$ cat src/rtl/generic_rr_arbiter_if.sv
// Valid/ready bundle between NUMBER producers, the round-robin arbiter and one consumer.
// GENERIC_ARB_LOCK_EN adds the per-source end-of-packet marker in_last_i.
interface generic_rr_arbiter_if #(
    parameter int WIDTH  = 32,
    parameter int NUMBER = 4
);
    localparam int SelectW = (NUMBER > 1) ? $clog2(NUMBER) : 1;

    logic [NUMBER-1:0]  in_valid_i;
    logic [NUMBER-1:0]  in_ready_o;
    logic [WIDTH-1:0]   in_data_i [NUMBER];
`ifdef GENERIC_ARB_LOCK_EN
    logic [NUMBER-1:0]  in_last_i;
`endif
    logic               out_valid_o;
    logic               out_ready_i;
    logic [WIDTH-1:0]   out_data_o;
    logic [SelectW-1:0] out_sel_o;

    modport slave (
`ifdef GENERIC_ARB_LOCK_EN
        input  in_last_i,
`endif
        input  in_valid_i,
        input  in_data_i,
        input  out_ready_i,
        output in_ready_o,
        output out_valid_o,
        output out_data_o,
        output out_sel_o
    );

    modport master (
`ifdef GENERIC_ARB_LOCK_EN
        output in_last_i,
`endif
        output in_valid_i,
        output in_data_i,
        output out_ready_i,
        input  in_ready_o,
        input  out_valid_o,
        input  out_data_o,
        input  out_sel_o
    );
endinterface

$ cat src/rtl/generic_rr_arbiter.sv
// Registered round-robin N:1 stream arbiter: 1 cycle accept-to-output, full rate; a stalled output holds its word and drops all ready bits.
// GENERIC_ARB_LOCK_EN: once a multi-beat packet wins, the grant stays on that source until its last beat.
module generic_rr_arbiter #(
    parameter int WIDTH  = 32,
    parameter int NUMBER = 4
) (
    input  logic                  clk_i,
    input  logic                  rst_i,
    generic_rr_arbiter_if.slave   bus
);
    localparam int SelectW = (NUMBER > 1) ? $clog2(NUMBER) : 1;
    localparam logic [SelectW-1:0] LastIdx = SelectW'(NUMBER - 1);

    logic [SelectW-1:0] ptr_q, ptr_d;
    logic               out_valid_q, out_valid_d;
    logic [WIDTH-1:0]   out_data_q, out_data_d;
    logic [SelectW-1:0] out_sel_q, out_sel_d;

    logic [SelectW-1:0] scan_start;
    logic [SelectW-1:0] scan_grant;
    logic [SelectW-1:0] scan_cand;
    logic               scan_found;
    int                 scan_idx;
    logic [SelectW-1:0] grant;
    logic               grant_last;
    logic               slot_free;
    logic               accept;
    logic [NUMBER-1:0]  in_ready;

    // Search begins one past the last winner, wrapping for non-power-of-two NUMBER.
    assign scan_start = (ptr_q == LastIdx) ? '0 : ptr_q + 1'b1;

    always_comb begin
        scan_grant = scan_start;
        scan_found = 1'b0;
        scan_idx   = 0;
        scan_cand  = '0;
        for (int k = 0; k < NUMBER; k++) begin
            scan_idx = int'(scan_start) + k;
            if (scan_idx >= NUMBER) begin
                scan_idx = scan_idx - NUMBER;
            end
            scan_cand = scan_idx[SelectW-1:0];
            if (!scan_found && bus.in_valid_i[scan_cand]) begin
                scan_grant = scan_cand;
                scan_found = 1'b1;
            end
        end
    end

`ifdef GENERIC_ARB_LOCK_EN
    typedef enum logic {
        ST_IDLE,
        ST_LOCKED
    } lock_state_e;

    lock_state_e        state_q, state_d;
    logic [SelectW-1:0] lock_idx_q, lock_idx_d;

    assign grant      = (state_q == ST_LOCKED) ? lock_idx_q : scan_grant;
    assign grant_last = bus.in_last_i[grant];

    always_ff @(posedge clk_i or posedge rst_i) begin
        if (rst_i) begin
            state_q    <= ST_IDLE;
            lock_idx_q <= '0;
        end else begin
            state_q    <= state_d;
            lock_idx_q <= lock_idx_d;
        end
    end

    always_comb begin
        state_d    = state_q;
        lock_idx_d = lock_idx_q;
        if (accept) begin
            case (state_q)
                ST_IDLE: begin
                    if (!grant_last) begin
                        state_d    = ST_LOCKED;
                        lock_idx_d = grant;
                    end
                end
                ST_LOCKED: begin
                    if (grant_last) begin
                        state_d = ST_IDLE;
                    end
                end
                default: state_d = ST_IDLE;
            endcase
        end
    end
`else
    assign grant      = scan_grant;
    assign grant_last = 1'b1;
`endif

    assign slot_free = !out_valid_q || bus.out_ready_i;
    assign accept    = bus.in_valid_i[grant] && slot_free;

    // Ready follows the grant alone, never the other sources' valids.
    always_comb begin
        in_ready        = '0;
        in_ready[grant] = slot_free;
    end

    always_comb begin
        out_valid_d = out_valid_q;
        out_data_d  = out_data_q;
        out_sel_d   = out_sel_q;
        ptr_d       = ptr_q;
        if (accept) begin
            out_valid_d = 1'b1;
            out_data_d  = bus.in_data_i[grant];
            out_sel_d   = grant;
            if (grant_last) begin
                ptr_d = grant;
            end
        end else if (bus.out_ready_i) begin
            out_valid_d = 1'b0;
        end
    end

    always_ff @(posedge clk_i or posedge rst_i) begin
        if (rst_i) begin
            out_valid_q <= 1'b0;
            out_data_q  <= '0;
            out_sel_q   <= '0;
            ptr_q       <= LastIdx;
        end else begin
            out_valid_q <= out_valid_d;
            out_data_q  <= out_data_d;
            out_sel_q   <= out_sel_d;
            ptr_q       <= ptr_d;
        end
    end

    assign bus.in_ready_o  = in_ready;
    assign bus.out_valid_o = out_valid_q;
    assign bus.out_data_o  = out_data_q;
    assign bus.out_sel_o   = out_sel_q;

`ifndef SYNTHESIS
    a_ready_onehot0: assert property (@(posedge clk_i) disable iff (rst_i)
        $onehot0(in_ready));

    a_stall_hold: assert property (@(posedge clk_i) disable iff (rst_i)
        (out_valid_q && !bus.out_ready_i) |=> ($stable(out_data_q) && $stable(out_sel_q)));
`endif
endmodule

$ cat src/flat_wrapper.sv
// flat-port wrapper written by rule: the top's interface ports become plain ports
module generic_rr_arbiter_flat 
#(
    parameter int WIDTH  = 32,
    parameter int NUMBER = 4
)
  (clk_i, rst_i, bus_in_valid_i, bus_in_data_i, bus_out_ready_i, bus_in_ready_o, bus_out_valid_o, bus_out_data_o, bus_out_sel_o);
  generic_rr_arbiter_if #(.WIDTH(WIDTH), .NUMBER(NUMBER)) bus_i ();
  input  logic clk_i;
  input  logic rst_i;
  input wire logic [$bits(bus_i.in_valid_i)-1:0] bus_in_valid_i;
  input wire logic [$bits(bus_i.in_data_i)-1:0] bus_in_data_i;
  input wire logic [$bits(bus_i.out_ready_i)-1:0] bus_out_ready_i;
  output wire logic [$bits(bus_i.in_ready_o)-1:0] bus_in_ready_o;
  output wire logic [$bits(bus_i.out_valid_o)-1:0] bus_out_valid_o;
  output wire logic [$bits(bus_i.out_data_o)-1:0] bus_out_data_o;
  output wire logic [$bits(bus_i.out_sel_o)-1:0] bus_out_sel_o;
  assign bus_i.in_valid_i = bus_in_valid_i;
  assign bus_i.in_data_i = {>>{bus_in_data_i}};
  assign bus_i.out_ready_i = bus_out_ready_i;
  assign bus_in_ready_o = bus_i.in_ready_o;
  assign bus_out_valid_o = bus_i.out_valid_o;
  assign bus_out_data_o = bus_i.out_data_o;
  assign bus_out_sel_o = bus_i.out_sel_o;
  generic_rr_arbiter #(.WIDTH(WIDTH), .NUMBER(NUMBER)) u_core (.clk_i(clk_i), .rst_i(rst_i), .bus(bus_i));
endmodule
$ cat config.mk
export PLATFORM = sky130hd
export DESIGN_NAME = generic_rr_arbiter_flat
export DESIGN_NICKNAME = d
export VERILOG_FILES = /design/src/rtl/generic_rr_arbiter_if.sv /design/src/rtl/generic_rr_arbiter.sv /design/src/flat_wrapper.sv
export SDC_FILE = /design/constraint.sdc
export NUM_CORES = 1
export LEC_CHECK = 0
export CORE_MARGIN = 5
export CORE_UTILIZATION = 30
export CTS_CLUSTER_SIZE = 24
export DETAILED_ROUTE_END_ITERATION = 10
export GPL_ROUTABILITY_DRIVEN = 0
export GPL_TIMING_DRIVEN = 0
export HOLD_SLACK_MARGIN = 0.06
export PLACE_DENSITY = 0.82
export RECOVER_POWER = 25
export SYNTH_ARGS = -nofsm -noshare
export SYNTH_HDL_FRONTEND = slang
export SYNTH_SLANG_ARGS = --single-unit
$ cat constraint.sdc
create_clock -name clk_i -period 1.9 [get_ports clk_i]
set_input_delay 0.38 -clock clk_i [delete_from_list [all_inputs] [get_ports clk_i]]
set_output_delay 0.38 -clock clk_i [all_outputs]
set_load 0.005 [all_outputs]
==> impl_metrics.sql, run 1 <==
INSERT INTO impl_metrics (metric_group, metric, value, unit) VALUES
('cts', 'clk_root_buffer_cell', 'clkbuf_8', ''),
('sta', 'fin_tns_setup', '-8.93', 'ns'),
('setup_path', 'critical_path_required', '1.52', 'ns'),
('grt', 'antenna_found_initial', '0', ''),
('grt', 'grt_pass1_vias', '2858', ''),
('yosys', 'number_of_library_cell_types_mapped_by_synthesis', '28', ''),
('sta', 'final.min_clock_period', '2.25', 'ns'),
('cts', 'clkLatencyLatePin', '0.29', 'ns'),
('status', 'status', 'finished with violations', ''),
('floorplan', 'placementRows', '33', ''),
('cells_and_area', 'final_cell_mix', '168 x clkdlybuf4s50_1, 39 x nand2_1, 35 x dfrtp_1', ''),
('grt', 'grt_overflow', '0', ''),
('route', 'routed_wire_length_per_instance', '18.8', 'um'),
('cells_and_area', 'n_antenna_cell', '0', ''),
('yosys', 'synth-seq-area-share', '36.5', '%'),
('setup_path', 'cp_slowest_cell', 'dfstp_2', ''),
('job', 'maxCapViolations', '0', ''),
('floorplan', 'floorplan.die_area', '0.0104', 'mm^2'),
('yosys', 'mappedNetlistNets', '358', ''),
('sta', 'final-hold-violation-count', '0', ''),
('setup_path', 'cp_data_arrival_time', '1.87', 'ns'),
('setup_path', 'timing.critical_path.to_type', 'primary output', ''),
('cts', 'cts.sinks', '37', ''),
('cts', 'clock_tree_from_tritoncts', 'built', ''),
('setup_path', 'setup.worst_path.start_class', 'flop', ''),
('route', 'antenna_violating_nets_post_route', '0', ''),
('yosys', 'yosysWarnings', '0', ''),
('placement', 'placement.io_buffers', '173', ''),
('floorplan', 'top_level_ports', '174', ''),
('route', 'dr.pass1.iters', '5', ''),
('placement', 'dp_hpwl', '7.20', 'mm'),
('cts', 'cts-root-to-sink-buffers', '2', ''),
('grt', 'wire_length_of_the_first_global_routing_pass', '14.0', 'mm'),
('route', 'first_iter_violations', '86', ''),
('power_and_ir_drop', 'cellLeakagePower', '2.00', 'nW'),
('sta', 'rsz_0062_raised_after_global_routing', 'true', ''),
('cts', 'clkTransAtPathRegs', '0.08', 'ns'),
('setup_path', 'timing.critical_path.slowest_cell_delay', '0.56', 'ns'),
('sta', 'slew_violations', '0', ''),
('power_and_ir_drop', 'power_per_cell_area', '1550', 'mW/mm^2'),
('floorplan', 'fp.dieH', '102', 'um'),
('setup_path', 'worst_path_cell_trace', 'ha_4, nand2b_1, o21ai_2, a221oi_4, nor3b_2, buf_2', ''),
('route', 'number_of_design_rule_violations_left_after_detail_routing', '0', ''),
('sta', 'relSlewSlack', '48.2', '%'),
('floorplan', 'die_width', '102', 'um'),
('sta', 'finalWorstSetupSlack', '-0.354', 'ns'),
('grt', 'groute.usage.overall', '16.9', '%'),
('route', 'drt-vias-per-instance', '4.99', ''),
('sta', 'holdWs', '0.490', 'ns'),
('route', 'wirelength', '9.76', 'mm'),
('cells_and_area', 'most_frequent_standard_cell_in_the_layout_excluding_fill_and_tap_cells', 'clkdlybuf4s50_1', ''),
('cells_and_area', 'layout_area_growth_over_synthesis', '99.7', '%'),
('cells_and_area', 'post_layout_nets', '548', ''),
('sta', 'achievable-frequency', '444', 'MHz'),
('yosys', 'synth.cell_area', '0.00254', 'mm^2'),
('setup_path', 'timing_worst_setup_path_type', 'reg2out', ''),
('sta', 'layout_worst_path_cycle_share', '119', '%'),
('floorplan', 'initial_utilization', '30.9', '%'),
('cells_and_area', 'layout-drive-gt1-share', '30.3', '%'),
('setup_path', 'reg2reg_slack', '-0.28', 'ns'),
('setup_path', 'cp_max_fo', '7', ''),
('cts', 'cts_htree_levels', '2', ''),
('power_and_ir_drop', 'ir_worst_vdd', '0.753', 'mV'),
('sta', 'setup_violations', '36', ''),
('yosys', 'ys_seq_elements', '37', ''),
('status', 'failed_checks', 'setup timing', ''),
('cts', 'tritoncts.num_buffers', '5', ''),
('floorplan', 'placeableCoreArea', '0.00822', 'mm^2'),
('yosys', 'postSynthAreaPerCell', '11.4', 'um^2'),
('route', 'via_count', '2584', ''),
('sta', 'fin_worst_skew', '0.00677', 'ns'),
('yosys', 'post_synth_inst_count', '222', ''),
('grt', 'grt_max_degree', '38', ''),
('sta', 'tightestPinTransition', '0.776', 'ns'),
('hold_path', 'timing.hold.worst.class', 'reg2reg', '');
[report_power, final]
part | total, W | switching [W] | internal (W)
clock network | 0.000813 | 0.000291 | 0.000522
logic | 0.00565 | 0.00230 | 0.00334
registers | 0.00140 | 0.000209 | 0.00119
[synthesized netlist by cell type]
master	instances	share of area, %
nor3_1	2	0.39
o31ai_1	1	0.30
and3_1	1	0.25
nor2_1	4	0.59
mux2_2	2	0.89
o221ai_1	1	0.34
o221ai_2	31	18
clkbuf_1	3	0.44
buf_2	8	1.6
o21ai_1	1	0.20
inv_1	2	0.30
o21ai_0	2	0.39
nor3b_1	1	0.30
nor2b_1	1	0.25
a221oi_4	1	1.0
nand3b_1	1	0.30
dfrtp_1	35	34
or2_1	2	0.49
mux2i_1	64	25
ha_1	1	0.49
buf_4	1	0.30
nand2b_1	3	0.74
a21oi_1	3	0.59
o22ai_1	1	0.25
buf_6	8	3.5
nor4_1	1	0.25
nand2_1	39	5.8
dfstp_2	2	2.1
[what timing repair did]
| action | 4_1_cts | 5_1_grt |
|---|---|---|
| pin swaps | 3 | 3 |
| buffers inserted | 5 | 1 |
| endpoints found under the setup margin | 38 | 40 |
| gates cloned | 0 | 5 |
| hold buffers | 0 | 0 |
| resized for setup | 53 | 48 |
[path summary, 6_finish.rpt]
kind / from / to / cells after the start
worst max-delay path: u_core.ptr_q[0] / bus_in_ready_o[1] / 6
worst min-delay path: u_core.bus.out_sel_o[0] / u_core.bus.out_sel_o[0] / 2
worst max register to register: u_core.ptr_q[1] / u_core.bus.out_data_o[8] / 9
worst min register to register: u_core.bus.out_sel_o[0] / u_core.bus.out_sel_o[0] / 2
max in group asynchronous: rst_i / u_core.bus.out_data_o[20] / 2
min in group asynchronous: rst_i / u_core.bus.out_data_o[6] / 2
[sequential cells by signal (all words and copies together) (netlist names)]
register and count:
u_core.bus.out_sel_o 2, u_core.bus.out_valid_o 1, u_core.ptr_q 2, u_core.bus.out_data_o 32
[layer usage]
layer  GRT usage [%]  part of all wire, %  vias to the layer above  routed length [um]
li1                -                    -                     1219                   -
met1            18.9                   37                     1237                3580
met2            31.5                   53                      116                5160
met3            5.46                  9.4                       12                 917
met4            3.33                  1.1                        0                 107
met5               0                    0                        -                   0
[critical path: cells and delay by family, from the launching register on]
| kind | cells | cell delay [ns] |
|---|---|---|
| AND/OR/NAND/NOR | 2 | 0.34 |
| adder cells (fa/ha/maj) | 1 | 0.17 |
| buffers and inverters | 1 | 0.14 |
| AO/OA/AOI/OAI | 2 | 0.37 |
| flip-flops | 1 | 0.56 |
[layout make-up]
cell class | count | area, um^2
clock buffers | 5 | 68.8
fillers | 673 | 3140
inverters | 2 | 7.51
flip-flops and latches | 37 | 928
plain buffers | 19 | 254
clock inverters | 3 | 65.1
well taps | 105 | 131
repair buffers | 184 | 1900
multi-input cells | 163 | 1710
[metrics by stage]
step | total power [W] | utilization [%] | setup WS (ns) | cell area, um^2 | instances
2_1_floorplan | 0.00398 | - | -0.00475 | 2580 | 222
3_3_place_gp | 0.00554 | 54.1 | -0.843 | 4440 | 500
3_5_place_dp | 0.00563 | 54.1 | -0.920 | 4440 | 500
4_1_cts | 0.00697 | 57.8 | -0.428 | 4750 | 513
5_1_grt | 0.00829 | 61.7 | -0.461 | 5070 | 518
6_report | 0.00786 | 61.7 | -0.354 | 5070 | 518
[cell families after synthesis]
kind of cell | share of synthesized area [%]
mux | 26.1
simple gates | 9.31
fa+ha+maj | 0.492
compound gates | 21.4
flops | 36.5
buf+inv | 6.15
Note: power is estimated with default switching activity, not from simulation.
==> run 2: changes to the inputs <==
--- a/config.mk
+++ b/config.mk
@@ -5,14 +5,16 @@
 export SDC_FILE = /design/constraint.sdc
 export NUM_CORES = 1
 export LEC_CHECK = 0
+export CELL_PAD_IN_SITES_DETAIL_PLACEMENT = 2
+export CELL_PAD_IN_SITES_GLOBAL_PLACEMENT = 2
 export CORE_MARGIN = 5
-export CORE_UTILIZATION = 30
+export CORE_UTILIZATION = 18
 export CTS_CLUSTER_SIZE = 24
 export DETAILED_ROUTE_END_ITERATION = 10
 export GPL_ROUTABILITY_DRIVEN = 0
 export GPL_TIMING_DRIVEN = 0
 export HOLD_SLACK_MARGIN = 0.06
-export PLACE_DENSITY = 0.82
+export PLACE_DENSITY = 0.86
 export RECOVER_POWER = 25
 export SYNTH_ARGS = -nofsm -noshare
 export SYNTH_HDL_FRONTEND = slang
==> run 2 against run 1 <==
  * The run still ends with setup timing left
  * Critical path type unchanged
  * Highest routed layer unchanged
  * Via count increased by 4.1%
  * Clock skew decreased by 0.0016 ns
  * Clock power increased by 1%
  * Register-to-register slack got worse by 0.07 ns
  * Critical path depth increased by 2
  * Sequential cell count unchanged
==> impl_metrics.sql, run 2 (synthesis results as in run 1) <==
INSERT INTO impl_metrics (metric_group, metric, value, unit) VALUES
('sta', 'achievable-frequency', '424', 'MHz'),
('cells_and_area', 'finalInstanceArea', '0.00536', 'mm^2'),
('setup_path', 'setup.worst_path.start_class', 'flop', ''),
('cells_and_area', 'layout-drive-gt1-share', '30.4', '%'),
('floorplan', 'floorplan.die_area', '0.0166', 'mm^2'),
('setup_path', 'critical_path_buf_inv_count', '4', ''),
('cells_and_area', 'layout_area_growth_over_synthesis', '111', '%'),
('status', 'failed_checks', 'setup timing', ''),
('sta', 'slew_violations', '0', ''),
('grt', 'gr-max-usage-layer', 'met2', ''),
('floorplan', 'placementRows', '43', ''),
('sta', 'tightestPinTransition', '0.861', 'ns'),
('placement', 'dp_hpwl', '9.17', 'mm'),
('sta', 'fin_worst_skew', '0.00519', 'ns'),
('route', 'dr.pass1.iters', '2', ''),
('floorplan', 'top_level_ports', '174', ''),
('setup_path', 'worstSetupPathDepth', '8', ''),
('setup_path', 'path_delay_family', 'flip-flops', ''),
('grt', 'grt_overflow', '0', ''),
('setup_path', 'timing.critical_path.to_type', 'primary output', ''),
('route', 'drt-vias-per-instance', '4.47', ''),
('cts', 'clkLatencyLatePin', '0.28', 'ns'),
('grt', 'met1_usage', '15.7', '%'),
('cts', 'clk_root_buffer_cell', 'clkbuf_16', ''),
('cts', 'cts-root-to-sink-buffers', '2', ''),
('setup_path', 'timing.critical_path.slowest_cell_delay', '0.56', 'ns'),
('route', 'first_iter_violations', '46', ''),
('floorplan', 'fp.dieH', '129', 'um'),
('floorplan', 'die_width', '129', 'um'),
('grt', 'grt_pass1_vias', '3288', ''),
('status', 'status', 'finished with violations', ''),
('power_and_ir_drop', 'cellLeakagePower', '2.10', 'nW'),
('setup_path', 'cp_data_arrival_time', '1.98', 'ns'),
('power_and_ir_drop', 'ir_worst_vdd', '0.552', 'mV'),
('cells_and_area', 'most_frequent_standard_cell_in_the_layout_excluding_fill_and_tap_cells', 'clkdlybuf4s50_1', ''),
('placement', 'dpl_cell_area', '0.00454', 'mm^2'),
('cells_and_area', 'post_layout_nets', '556', ''),
('cts', 'count_of_hold_fix_buffers_inserted_at_cts', '0', ''),
('cells_and_area', 'n_antenna_cell', '0', ''),
('sta', 'rsz_0062_raised_after_global_routing', 'true', ''),
('grt', 'groute.usage.overall', '14.4', '%'),
('grt', 'grt_max_degree', '38', ''),
('setup_path', 'ff2ff_path_depth', '11', ''),
('cts', 'cts.sinks', '37', ''),
('floorplan', 'placeableCoreArea', '0.0139', 'mm^2'),
('cts', 'clock_tree_from_tritoncts', 'built', ''),
('setup_path', 'cp_max_fo', '6', ''),
('setup_path', 'worstReg2RegStart', 'u_core.ptr_q[1]', ''),
('grt', 'gr-usage-met2', '28.4', '%'),
('sta', 'layout_worst_path_cycle_share', '124', '%'),
('sta', 'finalWorstSetupSlack', '-0.458', 'ns'),
('cells_and_area', 'final_cell_mix', '166 x clkdlybuf4s50_1, 38 x nand2_1, 35 x dfrtp_1', ''),
('setup_path', 'cp_slowest_cell', 'dfstp_2', ''),
('setup_path', 'reg2reg_slack', '-0.35', 'ns'),
('cts', 'clkTransAtPathRegs', '0.06', 'ns'),
('power_and_ir_drop', 'power_per_cell_area', '1560', 'mW/mm^2'),
('setup_path', 'cp-endpoint', 'bus_in_ready_o[0]', ''),
('power_and_ir_drop', 'p_total', '0.00837', 'W'),
('route', 'routed_wire_length_per_instance', '20.5', 'um'),
('route', 'via_count', '2689', ''),
('sta', 'setup_violations', '40', ''),
('setup_path', 'worst_path_cell_trace', 'ha_4, buf_6, buf_4, o22ai_4, a221oi_4, buf_6, nor3_2, buf_2', ''),
('setup_path', 'worst_path_most_repeated_cell', 'buf_6', ''),
('setup_path', 'timing_worst_setup_path_type', 'reg2out', ''),
('grt', 'antenna_found_initial', '0', ''),
('cts', 'tritoncts.num_buffers', '5', ''),
('job', 'maxCapViolations', '0', ''),
('sta', 'final-hold-violation-count', '0', ''),
('setup_path', 'timing.rr.end', 'u_core.bus.out_data_o[13]', ''),
('route', 'number_of_design_rule_violations_left_after_detail_routing', '0', ''),
('grt', 'grt.met3_usage', '2.57', '%'),
('grt', 'wire_length_of_the_first_global_routing_pass', '18.5', 'mm'),
('route', 'antenna_violating_nets_post_route', '0', ''),
('route', 'wirelength', '12.3', 'mm'),
('cells_and_area', 'largest_register_ff_count', '32', ''),
('cts', 'cts_htree_levels', '2', ''),
('floorplan', 'initial_utilization', '18.3', '%'),
('sta', 'final.min_clock_period', '2.36', 'ns'),
('hold_path', 'timing.hold.worst.class', 'reg2reg', ''),
('sta', 'relSlewSlack', '42.5', '%'),
('setup_path', 'critical_path_required', '1.52', 'ns'),
('placement', 'placement.io_buffers', '173', ''),
('setup_path', 'startpoint', 'u_core.ptr_q[1]', '');
## run 2: final cells by class
class / count / area, um^2
flip-flops and latches: 37 / 928
multi-input cells: 163 / 1740
well taps: 180 / 225
clock buffers: 8 / 136
repair buffers: 193 / 2040
inverters: 2 / 7.51
fillers: 1437 / 8520
plain buffers: 18 / 284
## run 2: worst min-delay path by stage
| stage | startpoint | endpoint | slack (ns) | depth (start not counted) |
|---|---|---|---|---|
| final | u_core.bus.out_sel_o[0] | u_core.bus.out_sel_o[0] | 0.48 | 2 |
| after global routing | u_core.bus.out_sel_o[0] | u_core.bus.out_sel_o[0] | 0.51 | 2 |
| after CTS | u_core.bus.out_sel_o[0] | u_core.bus.out_sel_o[0] | 0.49 | 2 |
| after detailed placement | u_core.bus.out_sel_o[0] | u_core.bus.out_sel_o[0] | 0.48 | 2 |
| after global placement | u_core.bus.out_sel_o[0] | u_core.bus.out_sel_o[0] | 0.46 | 2 |
| after floorplan | u_core.bus.out_sel_o[0] | u_core.bus.out_sel_o[0] | 0.47 | 2 |
## run 2: metal layers
layer | vias up | part of all wire, %
met5 | - | 0
met4 | 0 | 1.9
met3 | 10 | 5.6
met2 | 91 | 56
met1 | 1354 | 36
li1 | 1234 | -
## run 2: power by group
part / internal [W] / switching [W]
registers: 0.00119 / 0.000217
clock network: 0.000489 / 0.000332
logic: 0.00361 / 0.00253
total: 0.00529 / 0.00308
## run 2: worst reg2reg max path, cell delays in order (launching register included)
cell      delay, ns
dfstp_2        0.56
ha_4           0.23
buf_6          0.12
buf_4          0.13
o22ai_4        0.11
a221oi_4       0.10
buf_6          0.15
or2_1          0.23
buf_6          0.14
buf_12         0.13
buf_16         0.13
o221ai_2       0.13
## run 2: repair_timing
action / in CTS / in global routing
endpoints found under the setup margin: 38 / 40
buffers inserted: 12 / 5
gates resized for setup: 96 / 31
gates cloned: 6 / 0
pin swaps: 9 / 8
## run 2: per-stage QoR
stage / hold WS (ns) / setup slack [ns] / TNS, ns / util [%] / instances
6_report: 0.485 / -0.458 / -12.15 / 38.6 / 601
5_1_grt: 0.511 / -0.561 / -15.90 / 38.6 / 601
4_1_cts: 0.493 / -0.545 / -13.60 / 37.7 / 601
3_5_place_dp: 0.478 / -0.907 / -21.72 / 32.7 / 575
3_3_place_gp: 0.460 / -0.832 / -29.52 / 32.7 / 575
2_1_floorplan: 0.470 / -0.00475 / -0.00475 / - / 222
==> run 3: changes to the inputs <==
--- a/config.mk
+++ b/config.mk
@@ -7,7 +7,7 @@
 export LEC_CHECK = 0
 export CELL_PAD_IN_SITES_DETAIL_PLACEMENT = 2
 export CELL_PAD_IN_SITES_GLOBAL_PLACEMENT = 2
-export CORE_MARGIN = 5
+export CORE_MARGIN = 2
 export CORE_UTILIZATION = 18
 export CTS_CLUSTER_SIZE = 24
 export DETAILED_ROUTE_END_ITERATION = 10
==> run 3 against run 2 <==
  * The flow still finishes with violations (setup timing)
  * First-iteration DRC count shrank 17%
  * Fmax grew 2.4%
  * Sequential power is essentially flat
  * Via count shrank 0.19%
  * Combinational power grew 20%
  * Non-clock buffer count shrank 1
  * Count of clock-buffer cells in the layout is the same
  * Clock power shrank 2%
  * Largest cell class unchanged
  * Register-to-register slack is essentially flat
  * Power grew 14%
  * Setup slack gained 0.055 ns
  * Critical path depth shrank 3
==> impl_metrics.sql, run 3 (synthesis results as in run 1) <==
INSERT INTO impl_metrics (metric_group, metric, value, unit) VALUES
('status', 'status', 'finished with violations', ''),
('status', 'failed_checks', 'setup timing', ''),
('cts', 'tritoncts.num_buffers', '5', ''),
('cts', 'cts-root-to-sink-buffers', '2', ''),
('setup_path', 'setup.worst_path.start_class', 'flop', ''),
('grt', 'groute.usage.overall', '16.9', '%'),
('grt', 'met1_usage', '17.5', '%'),
('grt', 'grt.met3_usage', '3.58', '%'),
('setup_path', 'cp_max_fo', '7', ''),
('floorplan', 'floorplan.die_area', '0.0151', 'mm^2'),
('cts', 'cts_htree_levels', '2', ''),
('placement', 'post-place-ws', '-0.897', 'ns'),
('cts', 'cts.sinks', '37', ''),
('setup_path', 'timing.rr.end', 'u_core.bus.out_data_o[27]', ''),
('setup_path', 'worstReg2RegStart', 'u_core.ptr_q[1]', ''),
('hold_path', 'timing.hold.worst.class', 'reg2reg', ''),
('sta', 'achievable-frequency', '434', 'MHz'),
('sta', 'setup_violations', '36', ''),
('grt', 'grt_pass1_vias', '3228', ''),
('sta', 'tightestPinTransition', '0.857', 'ns'),
('setup_path', 'startpoint', 'u_core.ptr_q[1]', ''),
('setup_path', 'critical_path_required', '1.52', 'ns'),
('setup_path', 'reg2reg_slack', '-0.34', 'ns'),
('cells_and_area', 'largest_register_ff_count', '32', ''),
('grt', 'gr-max-usage-layer', 'met2', ''),
('sta', 'final-hold-violation-count', '0', ''),
('floorplan', 'die_width', '123', 'um'),
('grt', 'grt_max_degree', '38', ''),
('sta', 'slew_violations', '0', ''),
('cells_and_area', 'finalInstanceArea', '0.00573', 'mm^2'),
('route', 'antenna_violating_nets_post_route', '0', ''),
('sta', 'final.min_clock_period', '2.30', 'ns'),
('setup_path', 'ff2ff_path_depth', '11', ''),
('floorplan', 'placeableCoreArea', '0.0138', 'mm^2'),
('route', 'number_of_design_rule_violations_left_after_detail_routing', '0', ''),
('floorplan', 'initial_utilization', '18.4', '%'),
('route', 'via_count', '2684', ''),
('sta', 'layout_worst_path_cycle_share', '121', '%'),
('cells_and_area', 'finish.utilization', '41.4', '%'),
('placement', 'dp_hpwl', '9.05', 'mm'),
('setup_path', 'cp_slowest_cell', 'dfstp_2', ''),
('cells_and_area', 'n_antenna_cell', '0', ''),
('route', 'dr.pass1.iters', '4', ''),
('grt', 'wire_length_of_the_first_global_routing_pass', '18.9', 'mm'),
('route', 'first_iter_violations', '38', ''),
('sta', 'finalWorstSetupSlack', '-0.403', 'ns'),
('cells_and_area', 'post_layout_nets', '555', ''),
('cells_and_area', 'most_frequent_standard_cell_in_the_layout_excluding_fill_and_tap_cells', 'clkdlybuf4s50_1', ''),
('cells_and_area', 'layout-drive-gt1-share', '35.7', '%'),
('setup_path', 'cp_data_arrival_time', '1.92', 'ns'),
('cts', 'clkLatencyLatePin', '0.27', 'ns'),
('setup_path', 'critical_path_buf_inv_count', '1', ''),
('grt', 'grt_overflow', '0', ''),
('floorplan', 'top_level_ports', '174', ''),
('cells_and_area', 'area_of_the_multi_input_gates', '0.00212', 'mm^2'),
('sta', 'rsz_0062_raised_after_global_routing', 'true', ''),
('placement', 'dpl_cell_area', '0.00454', 'mm^2'),
('floorplan', 'fp.dieH', '123', 'um'),
('sta', 'fin_worst_skew', '0.00241', 'ns'),
('setup_path', 'worstSetupPathDepth', '5', ''),
('power_and_ir_drop', 'power_per_cell_area', '1670', 'mW/mm^2'),
('power_and_ir_drop', 'p_total', '0.00956', 'W'),
('power_and_ir_drop', 'ir_worst_vdd', '0.585', 'mV'),
('cells_and_area', 'final_cell_mix', '164 x clkdlybuf4s50_1, 44 x mux2i_4, 38 x nand2_1', ''),
('placement', 'dp_cells', '575', ''),
('cells_and_area', 'layout.area.seq', '928', 'um^2'),
('placement', 'placement.io_buffers', '173', ''),
('cts', 'clk_root_buffer_cell', 'clkbuf_16', ''),
('route', 'routed_wire_length_per_instance', '21.8', 'um'),
('cells_and_area', 'instances_no_fill', '600', ''),
('setup_path', 'timing.critical_path.slowest_cell_delay', '0.55', 'ns'),
('cells_and_area', 'layout_area_growth_over_synthesis', '125', '%'),
('power_and_ir_drop', 'cellLeakagePower', '2.08', 'nW'),
('floorplan', 'placementRows', '43', ''),
('setup_path', 'path_delay_family', 'flip-flops', ''),
('cells_and_area', 'num-fill-cells', '1365', ''),
('grt', 'antenna_found_initial', '0', ''),
('setup_path', 'timing.critical_path.to_type', 'primary output', ''),
('setup_path', 'cp-endpoint', 'bus_in_ready_o[1]', ''),
('cts', 'count_of_hold_fix_buffers_inserted_at_cts', '0', ''),
('grt', 'gr-usage-met2', '34.8', '%'),
('route', 'wirelength', '13.1', 'mm'),
('cts', 'clkTransAtPathRegs', '0.06', 'ns'),
('setup_path', 'worst_path_cell_trace', 'ha_4, o22ai_1, a221oi_4, nor3b_2, buf_2', ''),
('cts', 'clock_tree_from_tritoncts', 'built', ''),
('sta', 'relSlewSlack', '42.8', '%'),
('route', 'drt-vias-per-instance', '4.47', ''),
('setup_path', 'timing_worst_setup_path_type', 'reg2out', ''),
('job', 'maxCapViolations', '0', '');
-- run 3: cell types whose count changed in the layout (fill, tap and decap cells not counted), moves of 2 or more --
cell	previous run	this run
mux2i_1	34	7
buf_16	3	5
buf_8	5	2
dlymetal6s2s_1	0	2
clkdlybuf4s50_1	166	164
buf_6	9	11
mux2i_4	9	44
mux2i_2	21	13
-- run 3: area by class of cell --
class	instances	area share, %
Tap cell	180	3.93
Multi-Input combinational cell	163	37.1
Buffer	20	4.67
Inverter	2	0.131
Clock buffer	8	2.38
Timing Repair Buffer	190	35.6
Sequential cell	37	16.2
-- run 3: worst min path at each step --
stage / startpoint / end / depth (start not counted)
floorplan: u_core.bus.out_sel_o[0] / u_core.bus.out_sel_o[0] / 2
global placement: u_core.bus.out_sel_o[0] / u_core.bus.out_sel_o[0] / 2
detailed placement: u_core.bus.out_sel_o[0] / u_core.bus.out_sel_o[0] / 2
CTS: u_core.bus.out_sel_o[0] / u_core.bus.out_sel_o[0] / 2
global route: u_core.bus.out_data_o[7] / u_core.bus.out_data_o[7] / 2
finish: u_core.bus.out_data_o[24] / u_core.bus.out_data_o[24] / 2
-- run 3: metal layers --
metal  share of wire [%]  wire (um)
met5                   0          0
met4                0.67         87
met3                 6.0        790
met2                  59       7680
met1                  35       4510
-- run 3: where the power goes --
group | internal, W | switching [W] | leakage (nW) | total, W
Combinational | 0.00440 | 0.00294 | 1.57 | 0.00734
Sequential | 0.00119 | 0.000222 | 0.447 | 0.00141
Clock | 0.000489 | 0.000317 | 0.0652 | 0.000805
-- run 3: per-stage QoR --
step / TNS, ns / hold slack [ns]
6_report: -11.24 / 0.487
4_1_cts: -10.29 / 0.490
3_5_place_dp: -21.53 / 0.476
5_1_grt: -14.63 / 0.523
2_1_floorplan: -0.00475 / 0.470
3_3_place_gp: -26.32 / 0.461
-- run 3: worst reg2reg max path, cell delays in order, from the launching register on --
cell and delay (ns):
dfstp_2 0.55, ha_4 0.24, nor2_4 0.08, o31ai_1 0.06, a21oi_1 0.15, buf_4 0.16, buf_6 0.10, buf_12 0.12
buf_6 0.13, buf_12 0.14, mux2i_4 0.27, o221ai_2 0.11
-- run 3: repair_timing --
item                       in CTS  in global routing
gates resized for setup       145                 29
cloned                          6                  0
setup endpoints to repair      38                 39
pin swaps                      30                 10
setup buffers                  10                  3
==> RTL edit: new RTL, flow settings as in run 2 <==
`out_data_q` no longer has a reset.
--- a/src/rtl/generic_rr_arbiter.sv
+++ b/src/rtl/generic_rr_arbiter.sv
@@ -126,3 +126,2 @@
             out_valid_q <= 1'b0;
-            out_data_q  <= '0;
             out_sel_q   <= '0;
@@ -131,3 +130,2 @@
             out_valid_q <= out_valid_d;
-            out_data_q  <= out_data_d;
             out_sel_q   <= out_sel_d;
@@ -135,2 +133,6 @@
         end
+    end
+
+    always_ff @(posedge clk_i) begin
+        out_data_q <= out_data_d;
     end
Formal check against the unedited RTL: not equivalent (a bounded check fails within 4 cycles, from zero or initial values and one cycle with rst_i high).
==> RTL edit against run 2 <==
The run still ends with negative setup slack left. Area after synthesis rose by 22%. Total power increased by 27%. Critical endpoint is now bus_in_ready_o[2]. Count of clock-buffer cells in the layout unchanged. Setup slack worse by 0.21 ns. Sequential power increased by 21%. Design area increased by 15%. Routed wire length increased by 48%. Sequential cell count stayed put.
==> RTL edit: results (changes against run 2) <==
Final layout
  • Comb_multi_in: 226 (+39%)
  • Data buffer area share: 0.397 (-0.0361)
  • Count of flip-flops and latches: 37 (unchanged)
  • Fraction of area in clock buffers and inverters: 0.0238 (-0.00161)
  • Multi-input combinational area share: 0.337 (+0.0122)
  • Signal inverters: 33 (+31)
  • Final-stage net count: 690 (+24%)
  • Seq/total area: 0.177 (+0.00403)
  • Fill cell count: 1,776 (+24%)
  • Non-clock buffers: 251 (+19%)

Routing
  • Detailed Routing Iterations Pass 1: 5 (+3)
  • WL met2: 9610 um (+39%)
  • Met1 wire length: 7430 um (+66%)

Place
  • HPWL after DPL: 12,800 um (+40%)
  • DP Worst Slack: -1.31 ns (-0.403 ns)

Power
  • Static leakage: 0.00216 uW (+2.7%)
  • Peak VDD IR: 688 uV (+25%)
  • Pint: 5960 uW (+13%)
  • Clk network pwr share: 0.084 (-0.014)
  • Sequential Power: 1710 uW (+21%)

Synthesis
  • Compound-Gate Fraction of Synth Area: 0.378 (+0.164)
  • Post-synthesis adder-cell area fraction: 0.00405 (-0.000872)
  • Mux cell area share after synthesis: 0.0146 (-0.246)
  • Sequential fraction of the synthesis area: 0.353 (-0.0128)
  • Syn Nets: 480 (+34%)
  • Post-synth EDFFs: 32 (+32)
  • Commonest cells in the netlist: a32oi_1 (64), o21ai_0 (61), inv_1 (33)
  • Ranking of synthesized cells by area: edfxtp_1 (31%), a32oi_1 (18%), o21ai_0 (9.9%)
  • Yosys cell types: 32 (+14%)
  • Top_reg_cell synth: edfxtp_1

STA
  • Measured slew at the worst slew-check pin: 1.19 ns (+0.327 ns)
  • Setup WS post-layout: -0.672 ns (-0.214 ns)
  • Clock Skew: 0.00342 ns (-0.00177 ns)
  • Final setup fails: 58 (+45%)

Critical path
  • Crit-path max FO: 7 (+1)
  • Worst-case reg-to-reg path depth: 9 (-2)
  • End point of the critical path: bus_in_ready_o[2]
  • RR Endpoint: u_core.bus.out_data_o[11]$_DFFE_PP_
  • Reg2Reg Setup Slack: -0.53 ns (-0.18 ns)

Worst hold path
  • Min-Delay Path Class: input port to async pin

GRT
  • Largest net degree at the start of global routing: 19 (-50%)
  • First-pass GRT wire length: 26,200 um (+41%)
  • Tot GR Track Use: 0.170 (+0.0259)
  • Vias in the first global route: 4,565 (+39%)

Run status
  • Outcome: finished, violations left
  • Violated checks: negative setup slack
-- RTL edit: cell types whose count changed in the layout (fill, tap and decap cells not counted), sizes merged, moves of 32 or more --
| cell | run 2 | this run |
|---|---|---|
| a211oi | 0 | 32 |
| a32oi | 0 | 64 |
| dfrtp | 35 | 3 |
| edfxtp | 0 | 32 |
| mux2i | 64 | 0 |
| nand2 | 39 | 0 |
| o21ai | 3 | 66 |
| o221ai | 32 | 0 |
-- RTL edit: how the worst min path moves through the flow --
stage / to / slack (ns) / start
final: u_core.bus.out_sel_o[0]$_DFFE_PP0P_ / 0.43 / rst_i
after global routing: u_core.bus.out_valid_o$_DFFE_PP0P_ / 0.45 / rst_i
after CTS: u_core.bus.out_sel_o[0]$_DFFE_PP0P_ / 0.29 / rst_i
after detailed placement: u_core.bus.out_sel_o[1]$_DFFE_PP0P_ / 0.51 / u_core.bus.out_sel_o[1]$_DFFE_PP0P_
after global placement: u_core.bus.out_sel_o[0]$_DFFE_PP0P_ / 0.50 / u_core.bus.out_sel_o[0]$_DFFE_PP0P_
after floorplan: u_core.bus.out_sel_o[0]$_DFFE_PP0P_ / 0.16 / rst_i
-- RTL edit: stage by stage --
| stage | std cells | hold WS (ns) | cell area (um^2) |
|---|---|---|---|
| CTS | 766 | 0.289 | 5770 |
| detailed placement | 737 | 0.513 | 5170 |
| finish | 775 | 0.426 | 6140 |
| floorplan | 344 | 0.157 | 3160 |
| global route | 775 | 0.449 | 6140 |
| global placement | 737 | 0.503 | 5170 |
-- RTL edit: metal layers --
metal	vias up	track usage
li1	1802	-
met1	1969	0.198
met2	149	0.316
met3	17	0.0400
met4	0	0.0388
met5	-	0
-- RTL edit: repair_timing --
action,in CTS,in global routing
endpoints found under the setup margin,72,58
buffers inserted,21,4
resized for setup,91,77
pin swaps,15,26
cloned,1,5
